[config.mk]
export PLATFORM = sky130hd
export DESIGN_NAME = axil_reg_bank
export DESIGN_NICKNAME = d
export VERILOG_FILES = /design/src/rtl/axil_reg_bank.sv
export SDC_FILE = /design/constraint.sdc
export NUM_CORES = 1
export LEC_CHECK = 0
export CORE_AREA = 2 2 159 161
export DETAILED_ROUTE_END_ITERATION = 8
export DIE_AREA = 0 0 161 163
export DONT_BUFFER_PORTS = 1
export HOLD_SLACK_MARGIN = 0.02
export PLACE_DENSITY = 0.63
export SLEW_MARGIN = 25
export SYNTH_ARGS = -nofsm -noshare
export SYNTH_HDL_FRONTEND = slang
export SYNTH_SLANG_ARGS = --single-unit
[constraint.sdc]
create_clock -name axi_clock -period 2.5 [get_ports axi_clock]
set_input_delay 0.25 -clock axi_clock [delete_from_list [all_inputs] [get_ports axi_clock]]
set_output_delay 0.25 -clock axi_clock [all_outputs]
set_load 0.01 [all_outputs]
[src/rtl/axil_reg_bank.sv]
// AXI4-Lite slave exposing N_RW read/write registers and N_RO read-only status words.
// Latency: write lands 1 cycle after AW+W capture, read data 1 cycle after AR; backpressure: held B/R responses stall new requests.
module axil_reg_bank #(
    parameter int ADDR_WIDTH = 32,
    parameter int N_RW       = 4,
    parameter int N_RO       = 4
) (
    input  logic                               axi_clock,
    input  logic                               axi_reset,
    input  logic [ADDR_WIDTH-1:0]              s_axi_awaddr,
    input  logic [2:0]                         s_axi_awprot,
    input  logic                               s_axi_awvalid,
    output logic                               s_axi_awready,
    input  logic [31:0]                        s_axi_wdata,
    input  logic [3:0]                         s_axi_wstrb,
    input  logic                               s_axi_wvalid,
    output logic                               s_axi_wready,
    output logic [1:0]                         s_axi_bresp,
    output logic                               s_axi_bvalid,
    input  logic                               s_axi_bready,
    input  logic [ADDR_WIDTH-1:0]              s_axi_araddr,
    input  logic [2:0]                         s_axi_arprot,
    input  logic                               s_axi_arvalid,
    output logic                               s_axi_arready,
    output logic [31:0]                        s_axi_rdata,
    output logic [1:0]                         s_axi_rresp,
    output logic                               s_axi_rvalid,
    input  logic                               s_axi_rready,
    output logic [32*N_RW-1:0]                 rw_regs,
    output logic [N_RW-1:0]                    wr_pulse,
    input  logic [32*(N_RO > 0 ? N_RO : 1)-1:0] ro_regs
);
    localparam int IW = ADDR_WIDTH - 2;

    typedef enum logic { W_IDLE, W_RESP } wstate_t;
    typedef enum logic { R_IDLE, R_DATA } rstate_t;

    wstate_t wstate;
    rstate_t rstate;

    logic                  aw_have, w_have;
    logic [IW-1:0]         aw_idx_q;
    logic [31:0]           wdata_q;
    logic [3:0]            wstrb_q;
    logic [N_RW-1:0][31:0] rw_q, rw_next;
    logic [N_RW-1:0]       wr_hit;
    logic                  aw_hs, w_hs, ar_hs, do_write, wr_ok;
    logic [IW-1:0]         w_idx, ar_idx;
    logic [31:0]           w_data, rd_data;
    logic [3:0]            w_strb;
    logic                  rd_err;

    wire unused_ok = ^{s_axi_awprot, s_axi_arprot, s_axi_awaddr[1:0], s_axi_araddr[1:0]};

    assign aw_hs    = s_axi_awvalid & s_axi_awready;
    assign w_hs     = s_axi_wvalid & s_axi_wready;
    assign ar_hs    = s_axi_arvalid & s_axi_arready;
    assign w_idx    = aw_hs ? s_axi_awaddr[ADDR_WIDTH-1:2] : aw_idx_q;
    assign w_data   = w_hs ? s_axi_wdata : wdata_q;
    assign w_strb   = w_hs ? s_axi_wstrb : wstrb_q;
    assign ar_idx   = s_axi_araddr[ADDR_WIDTH-1:2];
    assign do_write = (wstate == W_IDLE) && (aw_have || aw_hs) && (w_have || w_hs);
    assign wr_ok    = |wr_hit;
    assign rw_regs  = rw_q;

    // Next-state register file; reads sample this so a write landing on the AR edge is visible.
    always_comb begin
        rw_next = rw_q;
        wr_hit  = '0;
        for (int k = 0; k < N_RW; k++) begin
            if (do_write && w_idx == IW'(k)) begin
                wr_hit[k] = 1'b1;
                for (int b = 0; b < 4; b++) begin
                    if (w_strb[b]) rw_next[k][8*b +: 8] = w_data[8*b +: 8];
                end
            end
        end
    end

    always_comb begin
        rd_data = 32'h0;
        rd_err  = 1'b1;
        for (int k = 0; k < N_RW; k++) begin
            if (ar_idx == IW'(k)) begin
                rd_data = rw_next[k];
                rd_err  = 1'b0;
            end
        end
        for (int j = 0; j < N_RO; j++) begin
            if (ar_idx == IW'(N_RW + j)) begin
                rd_data = ro_regs[32*j +: 32];
                rd_err  = 1'b0;
            end
        end
    end

    always_ff @(posedge axi_clock) begin
        if (axi_reset) begin
            wstate        <= W_IDLE;
            aw_have       <= 1'b0;
            w_have        <= 1'b0;
            aw_idx_q      <= '0;
            wdata_q       <= '0;
            wstrb_q       <= '0;
            rw_q          <= '0;
            wr_pulse      <= '0;
            s_axi_bvalid  <= 1'b0;
            s_axi_bresp   <= 2'b00;
            s_axi_awready <= 1'b0;
            s_axi_wready  <= 1'b0;
        end else begin
            rw_q     <= rw_next;
            wr_pulse <= wr_hit;
            case (wstate)
                W_IDLE: begin
                    if (aw_hs) aw_idx_q <= s_axi_awaddr[ADDR_WIDTH-1:2];
                    if (w_hs) begin
                        wdata_q <= s_axi_wdata;
                        wstrb_q <= s_axi_wstrb;
                    end
                    if (do_write) begin
                        wstate        <= W_RESP;
                        aw_have       <= 1'b0;
                        w_have        <= 1'b0;
                        s_axi_awready <= 1'b0;
                        s_axi_wready  <= 1'b0;
                        s_axi_bvalid  <= 1'b1;
                        s_axi_bresp   <= wr_ok ? 2'b00 : 2'b10;
                    end else begin
                        aw_have       <= aw_have | aw_hs;
                        w_have        <= w_have | w_hs;
                        s_axi_awready <= !(aw_have | aw_hs);
                        s_axi_wready  <= !(w_have | w_hs);
                    end
                end
                W_RESP: begin
                    if (s_axi_bready) begin
                        wstate        <= W_IDLE;
                        s_axi_bvalid  <= 1'b0;
                        s_axi_awready <= 1'b1;
                        s_axi_wready  <= 1'b1;
                    end
                end
            endcase
        end
    end

    always_ff @(posedge axi_clock) begin
        if (axi_reset) begin
            rstate        <= R_IDLE;
            s_axi_arready <= 1'b0;
            s_axi_rvalid  <= 1'b0;
            s_axi_rdata   <= 32'h0;
            s_axi_rresp   <= 2'b00;
        end else begin
            case (rstate)
                R_IDLE: begin
                    if (ar_hs) begin
                        rstate        <= R_DATA;
                        s_axi_arready <= 1'b0;
                        s_axi_rvalid  <= 1'b1;
                        s_axi_rdata   <= rd_data;
                        s_axi_rresp   <= rd_err ? 2'b10 : 2'b00;
                    end else begin
                        s_axi_arready <= 1'b1;
                    end
                end
                R_DATA: begin
                    if (s_axi_rready) begin
                        rstate        <= R_IDLE;
                        s_axi_rvalid  <= 1'b0;
                        s_axi_arready <= 1'b1;
                    end
                end
            endcase
        end
    end
endmodule
# Word-level counts from Yosys, hierarchy flattened
# Index checks and enable logic that the tools add are counted.
# W data, S select, Z words.
totals:
  reg_bits: 243
  input_bits: 241
  out_inout_bits: 173
  wordCells: 125
classes:
  eq_ne: 14
  mux: 67
  bitwise_logic: 7
  reduce_logical: 17
op_table:
  columns: ["cell", "count"]
  rows:
  - ["$mux W32", 13]
  - ["$mux W8", 16]
  - ["$eq A30 B2 Y1 const B", 4]
  - ["$eq A30 B3 Y1 const B", 4]
  - ["$eq A30 B1 Y1 const B", 2]
  - ["$logic_not A30 Y1", 2]
  - ["$mux W30", 1]
  - ["$mux W1", 27]
  - ["$pmux W1 S2", 7]
  - ["$ne A2 B2 Y1 const B", 4]
  - ["$reduce_and A2 Y1", 4]
  - ["$logic_and A1 B1 Y1", 6]
  - ["$mux W2", 2]
  - ["$mux W4", 1]
  - ["$reduce_or A4 Y1", 1]
  - ["$and A1 B1 Y1", 3]
  - ["$logic_not A1 Y1", 2]
  - ["$logic_or A1 B1 Y1", 2]
  - ["$not A1 Y1", 2]
  - ["$or A1 B1 Y1", 2]

# Longest topological paths before layout
depth:
  word_depth: 14
  depth_mapped: 11
  depth_no_buf: 7

# Worst setup path before layout
# Ideal clock, no wire load.
synth_path:
  kind: "register to register"
  startpoint: "reg s_axi_awready"
  endpoint: "reg s_axi_rdata[16]"
  setup_ns: 0.131
  t_arrival_ns: 2.169
  t_required_ns: 2.369
  slack_ns: 0.200
  path_stages_with_launch: 10
  path_buffers: 2
  synth_period_minus_slack_ns: 2.300
  cell_sequence: "dfxtp_1 a21oi_1 or3_1 buf_2 a21o_1 nor4_2 buf_2 a21oi_1 a222oi_1 a31oi_1"
synth_via:
  elab_chain_cells: 14
  word_cells_on_any_way: 25
  cone_classes: "3 x eq/ne; 13 x mux; 1 x bitwise; 8 x reduce/logical"
synth_rtl:
  columns: ["item", "line", "text"]
  rows:
  - ["from (decl)", "13", "output logic s_axi_awready,"]
  - ["from (signal assigned)", "132", "s_axi_awready <= !(aw_have | aw_hs);"]
  - ["$and A1 B1 Y1 (*)", "55", "assign aw_hs = s_axi_awvalid & s_axi_awready;"]
  - ["parallel branches: the longest is 8 deep, another holds $mux W32", null, null]
  - ["$mux W32 (*)", "84", "if (ar_idx == IW'(k)) begin"]
  - ["$mux W32 (*) (4 in series)", "90", "if (ar_idx == IW'(N_RW + j)) begin"]
  - ["to (signal assigned)", "162", "s_axi_rdata <= rd_data;"]
  - ["to (decl)", "25", "output logic [31:0] s_axi_rdata,"]
# Mark *: on every way between the ends.
# A chain may end at the register's enable or synchronous reset.

# Worst setup path in the final report
layout_path:
  startpoint: "reg aw_idx_q[14]"
  endpoint: "reg s_axi_rdata[15]"
layout_via:
  elab_chain_cells: 12
  word_cells_on_any_way: 21
  cone_classes: "3 x eq/ne; 13 x mux; 5 x reduce/logical"
layout_rtl:
  columns: ["item", "line", "text"]
  rows:
  - ["from (decl)", "42", "logic [IW-1:0] aw_idx_q;"]
  - ["from (signal assigned)", "116", "if (aw_hs) aw_idx_q <= s_axi_awaddr[ADDR_WIDTH-1:2];"]
  - ["$mux W30 (*)", null, null]
  - ["$logic_not A30 Y1", "71", "if (do_write && w_idx == IW'(k)) begin"]
  - ["$logic_and A1 B1 Y1", "71", null]
  - ["$mux W32", "71", null]
  - ["$mux W32 (3 in series)", "84", null]
  - ["$mux W32 (*)", "84", null]
  - ["$mux W32 (*) (4 in series)", "90", null]
# Every way passes the cells marked *; elsewhere a longest branch is shown, timed or not.

==> results_dict.tcl <==
set metrics [dict create \
    status "finished, violations left" \
    failed_checks "hold timing, setup timing" \
    cts_inserted_buffers 26 \
    timing.critical_path.mode_cell "buf_4" \
    clk-insertion-delay-late_ps 540 \
    dr.pass1.iters 9 \
    final_core_utilization_pct 61.8 \
    fp.dieW_um 161 \
    timing.final.max_slew_violations 0 \
    grt_first_pass_wirelength_um 71900 \
    final.setup.worst_slack_ps -58.2 \
    synth-compound-area-share_pct 28.5 \
    layout-area-overhead-vs-synth_pct 25.5 \
    critical_path.top_delay_family "simple AND/OR/NAND/NOR gates" \
    worstReg2RegEnd "s_axi_rdata[15]" \
    overflow 0 \
    cp_slowest_stage_delay_ps 500 \
    synth_simple_gate_area_share_pct 23.3 \
    grt.total_usage_pct 34.8 \
    synth.most_common_cell "nand2_1" \
    globalRouteMet1Util_pct 48.1 \
    post-place-ws_ps -297 \
    required_ps 2920 \
    crit_buf_inv 3 \
    synth_top_area_share_pct 39.7 \
    initial_core_util_pct 49.2 \
    max_clock_freq_mhz 391 \
    finalClockSkew_ps 17.9 \
    worst-r2r-setup-slack_ps -60 \
    gr-max-usage-layer "met2" \
    slowest_stage "a222oi_1" \
    post_route_cells_drive_above_1_share_pct 14.7 \
    netlist_area_um2 12100 \
    timing.max_cap.violations 0 \
    vdd_drop_max_mv 0.576 \
    clock-root-buffer "clkbuf_16" \
    clock_tree.htree_level_count 1 \
    maximum_net_fanout_on_the_critical_path 8 \
    count_of_warnings_emitted_by_yosys 0 \
    fillers 2170 \
    grt_antenna_before_repair 0 \
    count_of_vias_placed_by_the_detailed_router 13000 \
    dr_wl_cell_um 23.8 \
    design.portCount 414 \
    holdCritPathClass "primary input to flip-flop" \
    critPathKind "flip-flop to flip-flop" \
    place.detailed.hpwl_um 35200 \
    use_met2_pct 54.4 \
    grt_start_max_net_pins 242 \
    synth_top_area_cells "dfxtp_1 (40%), a22oi_1 (8.8%), nand2_1 (7.6%)" \
    layout.nets 1942 \
    async_flop_share_pct 0 \
    synth.mux.area_fraction_pct 3.31 \
    slew_headroom_pct 31.2 \
    synth-edff-count 0 \
    crit-reg2reg-launch "aw_idx_q[14]" \
    synth_flop_cell "dfxtp_1" \
    antenna_violating_nets_post_route 0 \
    power_density_nw_per_um2 572 \
    die_height_um 163 \
    fp-row-count 58 \
    timing.critical_path.to "s_axi_rdata[15]" \
    critPathArrivalTime_ps 2980 \
    timing_worst_slew_pin_value_ps 1020 \
    power_leakage_nw 5.46 \
    grt_pass1_vias 11800 \
    synth_top_cell_by_area "dfxtp_1" \
    synth_area_per_cell_um2 7.83 \
    worst_setup_path_start_kind "flip-flop" \
    postSynthRegisterBits 241 \
    number_of_hold_violations_in_the_final_report 30 \
    place.port_buffers 0 \
    cp_cell_sequence "nor4_4, nand4_1, buf_4, mux2i_4, and4_4, buf_4, a21oi_4, a222oi_1, buf_4, a31oi_1" \
    ctsLongestPathBuffers 3 \
    critical_path_depth 10 \
    post_cts_hold_buffer_count 92 \
    worst_setup_hold_path_clk_slew_ps 60 \
    finalSetupViolations 6 \
    core_um2 24700 \
    synthesized_area_fraction_occupied_by_adder_cells_pct 0 \
    drt_drc_violations_left 0 \
    wl_um 48700 \
    unrepaired_setup_endpoints_after_global_routing "true" \
    tritoncts "built" \
    synth_area_in_xor_xnor_pct 0 \
    rr_worst_depth 10 \
    drt_first_iter_violations 1673 \
    grt_use_met3_pct 8.25 \
    worst_setup_path_startpoint "aw_idx_q[14]" \
    antennaDiodeCount 0 \
    routabilityCongestion 0.920 \
    synth_top_family_by_area "compound AO/OA/AOI/OAI gates" \
    post_synth_num_cell_types 68 \
    ys_seq_area_share_pct 39.7 \
    drt-vias-per-instance 6.35 \
    synthCells 1552 \
    cp-end-kind "flip-flop" \
    part_of_the_cycle_the_worst_path_needs_pct 102 \
    hold_ws_ps -152 \
    ys_top_cells_by_count "nand2_1 (246), dfxtp_1 (241), nor2_1 (163)" \
    cts.sink_count 241 \
    final_worst_path_period_need_ps 2560 \
    floorplan.die_area_um2 26200 \
]
-- power breakdown --
part | internal [W] | switching (W)
registers | 0.00392 | 0.0000575
clock network | 0.00218 | 0.00157
logic | 0.000436 | 0.000557
-- timing repair --
action                                 in CTS  in global routing
setup buffers                               6                  4
setup endpoints to repair                  26                 54
gates resized for setup                    21                 31
pin swaps                                  11                 10
cloned                                      0                  0
endpoints found under the hold margin     241                179
-- placed cells by master, fill, tap and decap left out, drive strengths merged, types with 12 or more instances in the layout --
master and count:
a21oi 115, o221ai 23, o21ai 76, buf 148
nor3 15, a222oi 23, a31oi 31, nor4 17
inv 34, a22oi 142, dfxtp 241, mux2i 33
nor2b 12, dlygate4sd3 92, nand4 23, or2 24
nand3 65, and3 14, a21o 18, clkbuf 42
nand2 246, nor2 164
-- cells by family after synthesis --
group	count (synthesis)
AND/OR/NAND/NOR	610
other	1
buffers and inverters	154
multiplexers	39
AO/OA/AOI/OAI	507
flip-flops	241
-- routing by layer --
| layer | up-vias | wire length, µm | share of wire [%] |
|---|---|---|---|
| met3 | 98 | 5180 | 11 |
| met5 | - | 0 | 0 |
| li1 | 5991 | - | - |
| met1 | 6128 | 20300 | 42 |
| met2 | 780 | 21500 | 44 |
| met4 | 0 | 1700 | 3.5 |
-- final cells by class --
type	count	area, µm²	share of cell area (%)
Sequential cell	241	4830	31.7
Clock inverter	3	20.0	0.131
Inverter	34	128	0.837
Clock buffer	42	802	5.26
Tap cell	330	413	2.71
Multi-Input combinational cell	1158	6910	45.3
Timing Repair Buffer	240	2150	14.1
-- state kept, by name, summed over array words and instances, names as in the netlist, 4 cells and up --
signal / count
wr_pulse: 4
wstrb_q: 4
s_axi_rdata: 32
aw_idx_q: 30
wdata_q: 32
rw_regs: 128
-- metrics by stage --
stage	total power [W]	TNS, ps	hold WS, ps	cells	cell area (µm²)
4_1_cts	0.00868	-3.04	-179	2044	15100
2_1_floorplan	0.00464	0	349	1553	12200
5_1_grt	0.00898	-1380	-212	2048	15200
3_5_place_dp	0.00484	-4100	352	1903	13200
6_report	0.00872	-140	-152	2048	15200
3_3_place_gp	0.00483	-3710	349	1903	13200
-- worst min path at each step --
stage               slack [ps]         start  depth (start not counted)              end
floorplan                  350  s_axi_rready                          1     s_axi_rvalid
global placement           350  s_axi_rready                          1     s_axi_rvalid
detailed placement         350  s_axi_rready                          1     s_axi_rvalid
CTS                       -180     axi_reset                          1  s_axi_rdata[24]
global route              -210     axi_reset                          1     rw_regs[120]
finish                    -150     axi_reset                          1  s_axi_rdata[24]
Power figures use the tool's default switching activity.
